==> src/rtl/clock_set_ctrl.sv <==
// Time-setting controller: synchronizes the four buttons, edits a BCD copy of the
// clock time field by field, and loads it back on SAVE. Optional macro: SET_TIMEOUT_EN.
module clock_set_ctrl (
  input  logic       clk_inbuilt,
  input  logic       reset,
  input  logic [3:0] set,
  input  logic       tick_1hz,
  input  logic [1:0] cur_h1,
  input  logic [3:0] cur_h2,
  input  logic [2:0] cur_m1,
  input  logic [3:0] cur_m2,
  output logic [1:0] new_h1,
  output logic [3:0] new_h2,
  output logic [2:0] new_m1,
  output logic [3:0] new_m2,
  output logic       load,
  output logic       run_en,
  output logic [1:0] field_sel,
  output logic       blank
);

  // state  | meaning
  // RUN    | clock advancing, edit registers idle
  // SET_H1 | editing hour tens
  // SET_H2 | editing hour units
  // SET_M1 | editing minute tens
  // SET_M2 | editing minute units
  typedef enum logic [2:0] {RUN, SET_H1, SET_H2, SET_M1, SET_M2} state_t;

  state_t     state_q, state_d;
  logic [3:0] sync1_q, sync2_q, edge_q;
  logic [3:0] ev;
  logic       ev_mode, ev_inc, ev_dec, ev_save, any_ev;
  logic [1:0] h1_q, h1_d;
  logic [3:0] h2_q, h2_d;
  logic [2:0] m1_q, m1_d;
  logic [3:0] m2_q, m2_d;
  logic       load_q, load_d;
  logic       run_en_q, run_en_d;
  logic       blank_q, blank_d;
  logic       timeout_hit;
  logic [3:0] h2_max;

  // All ones at reset so a button held through reset produces no edge.
  always_ff @(posedge clk_inbuilt) begin
    if (reset) begin
      sync1_q <= 4'hF;
      sync2_q <= 4'hF;
      edge_q  <= 4'hF;
    end else begin
      sync1_q <= set;
      sync2_q <= sync1_q;
      edge_q  <= sync2_q;
    end
  end

  assign ev      = sync2_q & ~edge_q;
  assign ev_mode = ev[0];
  assign ev_inc  = ev[1];
  assign ev_dec  = ev[2];
  assign ev_save = ev[3];
  assign any_ev  = |ev;

`ifdef SET_TIMEOUT_EN
  logic [4:0] to_q, to_d;

  // Thirtieth idle tick in an edit state abandons the edit.
  assign timeout_hit = (state_q != RUN) && tick_1hz && !any_ev && (to_q == 5'd29);

  always_comb begin
    to_d = to_q;
    if (state_d == RUN || any_ev) to_d = 5'd0;
    else if (tick_1hz)            to_d = to_q + 5'd1;
  end

  always_ff @(posedge clk_inbuilt) begin
    if (reset) to_q <= 5'd0;
    else       to_q <= to_d;
  end
`else
  assign timeout_hit = 1'b0;
`endif

  assign h2_max = (h1_d == 2'd2) ? 4'd3 : 4'd9;

  always_comb begin
    state_d = state_q;
    h1_d    = h1_q;
    h2_d    = h2_q;
    m1_d    = m1_q;
    m2_d    = m2_q;
    load_d  = 1'b0;
    case (state_q)
      RUN: begin
        if (ev_mode) begin
          state_d = SET_H1;
          h1_d    = cur_h1;
          h2_d    = cur_h2;
          m1_d    = cur_m1;
          m2_d    = cur_m2;
        end
      end
      default: begin
        if (ev_save) begin
          state_d = RUN;
          load_d  = 1'b1;
        end else if (ev_mode) begin
          case (state_q)
            SET_H1:  state_d = SET_H2;
            SET_H2:  state_d = SET_M1;
            SET_M1:  state_d = SET_M2;
            default: state_d = SET_H1;
          endcase
        end else if (timeout_hit) begin
          state_d = RUN;
        end else if (ev_inc ^ ev_dec) begin
          case (state_q)
            SET_H1: begin
              if (ev_inc) h1_d = (h1_q == 2'd2) ? 2'd0 : h1_q + 2'd1;
              else        h1_d = (h1_q == 2'd0) ? 2'd2 : h1_q - 2'd1;
              if (h1_d == 2'd2 && h2_q > 4'd3) h2_d = 4'd3;
            end
            SET_H2: begin
              if (ev_inc) h2_d = (h2_q >= h2_max) ? 4'd0 : h2_q + 4'd1;
              else        h2_d = (h2_q == 4'd0) ? h2_max : h2_q - 4'd1;
            end
            SET_M1: begin
              if (ev_inc) m1_d = (m1_q >= 3'd5) ? 3'd0 : m1_q + 3'd1;
              else        m1_d = (m1_q == 3'd0) ? 3'd5 : m1_q - 3'd1;
            end
            default: begin
              if (ev_inc) m2_d = (m2_q >= 4'd9) ? 4'd0 : m2_q + 4'd1;
              else        m2_d = (m2_q == 4'd0) ? 4'd9 : m2_q - 4'd1;
            end
          endcase
        end
      end
    endcase

    // run_en stays low through the load cycle so counters take new_* first.
    run_en_d = (state_d == RUN) && !load_d;

    blank_d = blank_q;
    if (state_d == RUN)  blank_d = 1'b0;
    else if (any_ev)     blank_d = 1'b0;
    else if (tick_1hz)   blank_d = ~blank_q;
  end

  always_ff @(posedge clk_inbuilt) begin
    if (reset) begin
      state_q  <= RUN;
      h1_q     <= 2'd0;
      h2_q     <= 4'd0;
      m1_q     <= 3'd0;
      m2_q     <= 4'd0;
      load_q   <= 1'b0;
      run_en_q <= 1'b1;
      blank_q  <= 1'b0;
    end else begin
      state_q  <= state_d;
      h1_q     <= h1_d;
      h2_q     <= h2_d;
      m1_q     <= m1_d;
      m2_q     <= m2_d;
      load_q   <= load_d;
      run_en_q <= run_en_d;
      blank_q  <= blank_d;
    end
  end

  always_comb begin
    case (state_q)
      SET_H2:  field_sel = 2'd1;
      SET_M1:  field_sel = 2'd2;
      SET_M2:  field_sel = 2'd3;
      default: field_sel = 2'd0;
    endcase
  end

  assign new_h1 = h1_q;
  assign new_h2 = h2_q;
  assign new_m1 = m1_q;
  assign new_m2 = m2_q;
  assign load   = load_q;
  assign run_en = run_en_q;
  assign blank  = blank_q;

endmodule

==> config.mk <==
export PLATFORM = sky130hd
export DESIGN_NAME = clock_set_ctrl
export DESIGN_NICKNAME = d
export VERILOG_FILES = /design/src/rtl/clock_set_ctrl.sv
export SDC_FILE = /design/constraint.sdc
export NUM_CORES = 1
export LEC_CHECK = 0
export BUFFER_PORTS_ARGS = -buffer_cell sky130_fd_sc_hd__clkbuf_2
export CORE_UTILIZATION = 59
export CTS_BUF_LIST = sky130_fd_sc_hd__clkbuf_16
export CTS_CLUSTER_DIAMETER = 40
export CTS_CLUSTER_SIZE = 16
export DETAILED_ROUTE_END_ITERATION = 6
export GPL_TIMING_DRIVEN = 0
export PLACE_DENSITY_LB_ADDON = 0.15
export SLEW_MARGIN = 20
export SYNTH_ARGS = -nofsm -noshare
export SYNTH_HDL_FRONTEND = slang
export SYNTH_SLANG_ARGS = --single-unit
==> constraint.sdc <==
create_clock -name clk_inbuilt -period 10.05 [get_ports clk_inbuilt]
set_clock_uncertainty 0.2 [all_clocks]
set_input_delay 1.005 -clock clk_inbuilt [delete_from_list [all_inputs] [get_ports clk_inbuilt]]
set_output_delay 1.005 -clock clk_inbuilt [all_outputs]
set_load 0.005 [all_outputs]
==> run_results.csv <==
group,metric,value,unit
yosys,syn-num-nets,278,
critical_path,required_worst_endpoint,10.04,ns
clocking,cts-htree-levels,2,
grt,layer_carrying_the_most_global_route_usage,"met2",
route,first_iter_violations,159,
route,detail-route-antenna-nets,0,
critical_path,launching_element_type_of_the_critical_path,"flip-flop",
route,vias_per_cell,5.763,
clocking,buffer_depth_of_the_longest_clock_path,2,
critical_path,worst-r2r-cell-count,16,
clocking,clk_pin_slew_worst_paths,0.05,ns
grt,antenna_found_initial,0,
floorplanning,start_util,63.24,%
critical_path,critical_path_startpoint,"sync2_q[1]",
power,cellLeakagePower,1.007,nW
grt,globalRouteMet1Util,36.54,%
final_layout,area.growth.synth_to_final,19.48,%
critical_path,r2r-start,"sync2_q[1]",
floorplanning,chipWidth,59.91,um
clocking,clock-sinks,31,
final_layout,n_antenna_cell,0,
final_layout,final_common_cell,"sky130_fd_sc_hd__clkbuf_2",
yosys,syn_avg_cell_area,8.242,um^2
grt,grt_overflow_total,0,
critical_path,setup.worst_path.end,"new_h2[3]",
grt,globalRouteMet2Util,45.71,%
clocking,clkLatencyLatePin,0.28,ns
floorplanning,design.core.area,0.003128,mm^2
route,num_vias,1896,
critical_path,worst-setup-path-type,"flip-flop to flip-flop",
placed_design,dp_hpwl,3.205,mm
grt,grt_util_all_layers,27.96,%
timing,setup_tns,0,ns
final_layout,instances_no_fill,329,
clocking,cts_root_buffer,"sky130_fd_sc_hd__clkbuf_16",
timing,timing.final.setup_violations,0,
grt,global_route_met3_utilization,4.762,%
status,run_status,"complete, no violations",
floorplanning,placementRows,20,
grt,wire_length_of_the_first_global_routing_pass,7.507,mm
yosys,dominantRegCellSynth,"sky130_fd_sc_hd__dfxtp_1",
timing,max_slew.worst_pin.slew,0.5873,ns
clocking,tritoncts,"built",
yosys,async_reset_ff_share,0,%
timing,timing.final.crit_share,40.26,%
clocking,cts_inserted_buffers,5,
placed_design,post-place-cells,321,
clocking,holdBufCountCts,0,
timing,max_freq,247.1,MHz
route,wire_per_inst,13.90,um
critical_path,worst-path-max-fanout,10,
placed_design,globalplace.congestion,0.9115,
critical_path,regToRegSetupSlack,6.00,ns
yosys,synth.yosys.seq_area_share,31.37,%
grt,grt_pass1_vias,1677,
route,detail_route.wirelength,4.574,mm
timing,final_max_slew_viol_count,0,
power,p_total,322.8,uW
floorplanning,design.portCount,38,
power,power_density,136.6,mW/mm^2
yosys,synth-edff-count,0,
route,drt_pass1_iterations,6,
timing,fin_hold_ws,0.2059,ns
flow_run,drv_cap,0,
placed_design,port-buffer-count,37,
yosys,post_synthesis_cell_area,0.001978,mm^2
yosys,ys_types,50,
critical_path,cp-end-kind,"flip-flop",
final_layout,num-nets-final,322,
route,drc,0,
grt,grt_max_degree,12,
clocking,cts_setup_buffers,0,
critical_path,worst-endpoint-arrival,4.03,ns
floorplanning,die_area,0.003589,mm^2
yosys,yosysWarnings,0,
power,power.ir.vdd_worst,0.00008573,V
yosys,syn_inst,240,
yosys,postSynthRegisterBits,31,
timing,layout_min_cycle_time,4.047,ns
final_layout,layout_common_cells,"sky130_fd_sc_hd__clkbuf_2 (37), sky130_fd_sc_hd__dfxtp_1 (31), sky130_fd_sc_hd__nor2_1 (21)",
floorplanning,die_h,59.91,um
final_layout,drive_gt1_share,24.91,%
timing,maxSlewHeadroom,60.85,%
final_layout,finalCoreUtilization,75.56,%
timing,final_hold_viol_count,0,
clocking,cts-resized-gates,0,
timing,grt_setup_unrepaired,"false",
critical_path,critical_path.reg2reg.endpoint,"new_h2[3]",
worst_hold_path,worstHoldPathType,"flip-flop to flip-flop",
[worst min path at each step]
stage / startpoint / end / slack (ns) / depth (start not counted)
2_1_floorplan: sync1_q[0] / sync2_q[0] / 0.19 / 1
3_3_place_gp: sync1_q[1] / sync2_q[1] / 0.19 / 1
3_5_place_dp: sync1_q[1] / sync2_q[1] / 0.19 / 1
4_1_cts: sync1_q[1] / sync2_q[1] / 0.21 / 1
5_1_grt: sync1_q[2] / sync2_q[2] / 0.24 / 1
6_report: sync1_q[1] / sync2_q[1] / 0.21 / 1
[critical path, cell delays in order, from the launching register on]
cell                        delay (ns)
sky130_fd_sc_hd__dfxtp_1          0.31
sky130_fd_sc_hd__nor2b_2          0.15
sky130_fd_sc_hd__buf_6            0.14
sky130_fd_sc_hd__inv_4            0.11
sky130_fd_sc_hd__clkbuf_1         0.38
sky130_fd_sc_hd__ha_1             0.29
sky130_fd_sc_hd__nand4bb_1        0.16
sky130_fd_sc_hd__or3_1            0.36
sky130_fd_sc_hd__o221ai_1         0.28
sky130_fd_sc_hd__a21o_1           0.18
sky130_fd_sc_hd__ha_1             0.24
sky130_fd_sc_hd__a211o_1          0.28
sky130_fd_sc_hd__a21oi_1          0.29
sky130_fd_sc_hd__nand3_1          0.13
sky130_fd_sc_hd__a31oi_1          0.14
sky130_fd_sc_hd__o21ai_1          0.08
sky130_fd_sc_hd__a221oi_1         0.22
[synthesized netlist by cell type, types with 2 or more instances]
cell                       instances  share of area (%)
sky130_fd_sc_hd__nor2b_1           2               0.63
sky130_fd_sc_hd__or2_2            12                3.8
sky130_fd_sc_hd__o21ai_0          14                3.5
sky130_fd_sc_hd__buf_2             3               0.76
sky130_fd_sc_hd__nor3_1            8                2.0
sky130_fd_sc_hd__or3_1             6                1.9
sky130_fd_sc_hd__inv_1            13                2.5
sky130_fd_sc_hd__xnor2_1           2               0.89
sky130_fd_sc_hd__a31oi_1           2               0.63
sky130_fd_sc_hd__o31ai_1           3                1.1
sky130_fd_sc_hd__a21oi_2           2               0.89
sky130_fd_sc_hd__ha_1             18                 11
sky130_fd_sc_hd__nor3b_1           3                1.1
sky130_fd_sc_hd__nor2_1           21                4.0
sky130_fd_sc_hd__nand2_1          10                1.9
sky130_fd_sc_hd__a221oi_1          2               0.89
sky130_fd_sc_hd__dfxtp_1          31                 31
sky130_fd_sc_hd__a211o_1           2               0.89
sky130_fd_sc_hd__o311ai_0          3                1.3
sky130_fd_sc_hd__a211oi_1          8                3.0
sky130_fd_sc_hd__nand2b_1          4                1.3
sky130_fd_sc_hd__nand3_1           7                1.8
sky130_fd_sc_hd__a21oi_1          19                4.8
sky130_fd_sc_hd__mux2i_1          10                5.1
sky130_fd_sc_hd__or3b_1            2               0.89
sky130_fd_sc_hd__clkbuf_1          9                1.7
[cell families after synthesis]
family / count (synthesis) / synth area share (%)
and+or+nand+nor: 81 / 21.76
AOI/OAI and AO/OA: 66 / 21.89
DFF: 31 / 31.37
buffers and inverters: 30 / 6.641
adders and majority gates: 18 / 11.39
muxes: 11 / 5.630
xor gates and xnor gates: 3 / 1.329
[power breakdown]
part,switching (mW),internal [mW]
clock,0.0560,0.0910
sequential,0.00311,0.127
combinational,0.0261,0.0193
[metrics by stage]
| stage | instance area [um^2] | setup WS, ns |
|---|---|---|
| CTS | 2364 | 6.050 |
| global route | 2364 | 5.681 |
| floorplan | 1978 | 6.577 |
| finish | 2364 | 6.003 |
| global placement | 2218 | 6.081 |
| detailed placement | 2218 | 6.076 |
[state kept, by name, indices dropped and copies added, names as in the netlist]
name and count:
edge_q 4, new_m2 4, run_en 1, new_h1 2, blank 1, state_q 3
load 1, new_m1 3, new_h2 4, sync2_q 4, sync1_q 4
[per-layer routing]
metal / wire length (um) / vias to the layer above
met4: 69 / 0
met1: 2084 / 866
met5: 0 / -
met3: 282 / 8
li1: - / 943
met2: 2138 / 79
[area by class of cell]
class / count / area, um^2
Inverter: 16 / 63.81
Clock buffer: 5 / 125.1
Fill cell: 262 / 764.5
Sequential cell: 31 / 620.6
Buffer: 14 / 67.56
Tap cell: 44 / 55.05
Timing Repair Buffer: 37 / 185.2
Multi-Input combinational cell: 179 / 1226
Clock inverter: 3 / 20.02
(Power assumes the default switching activity.)
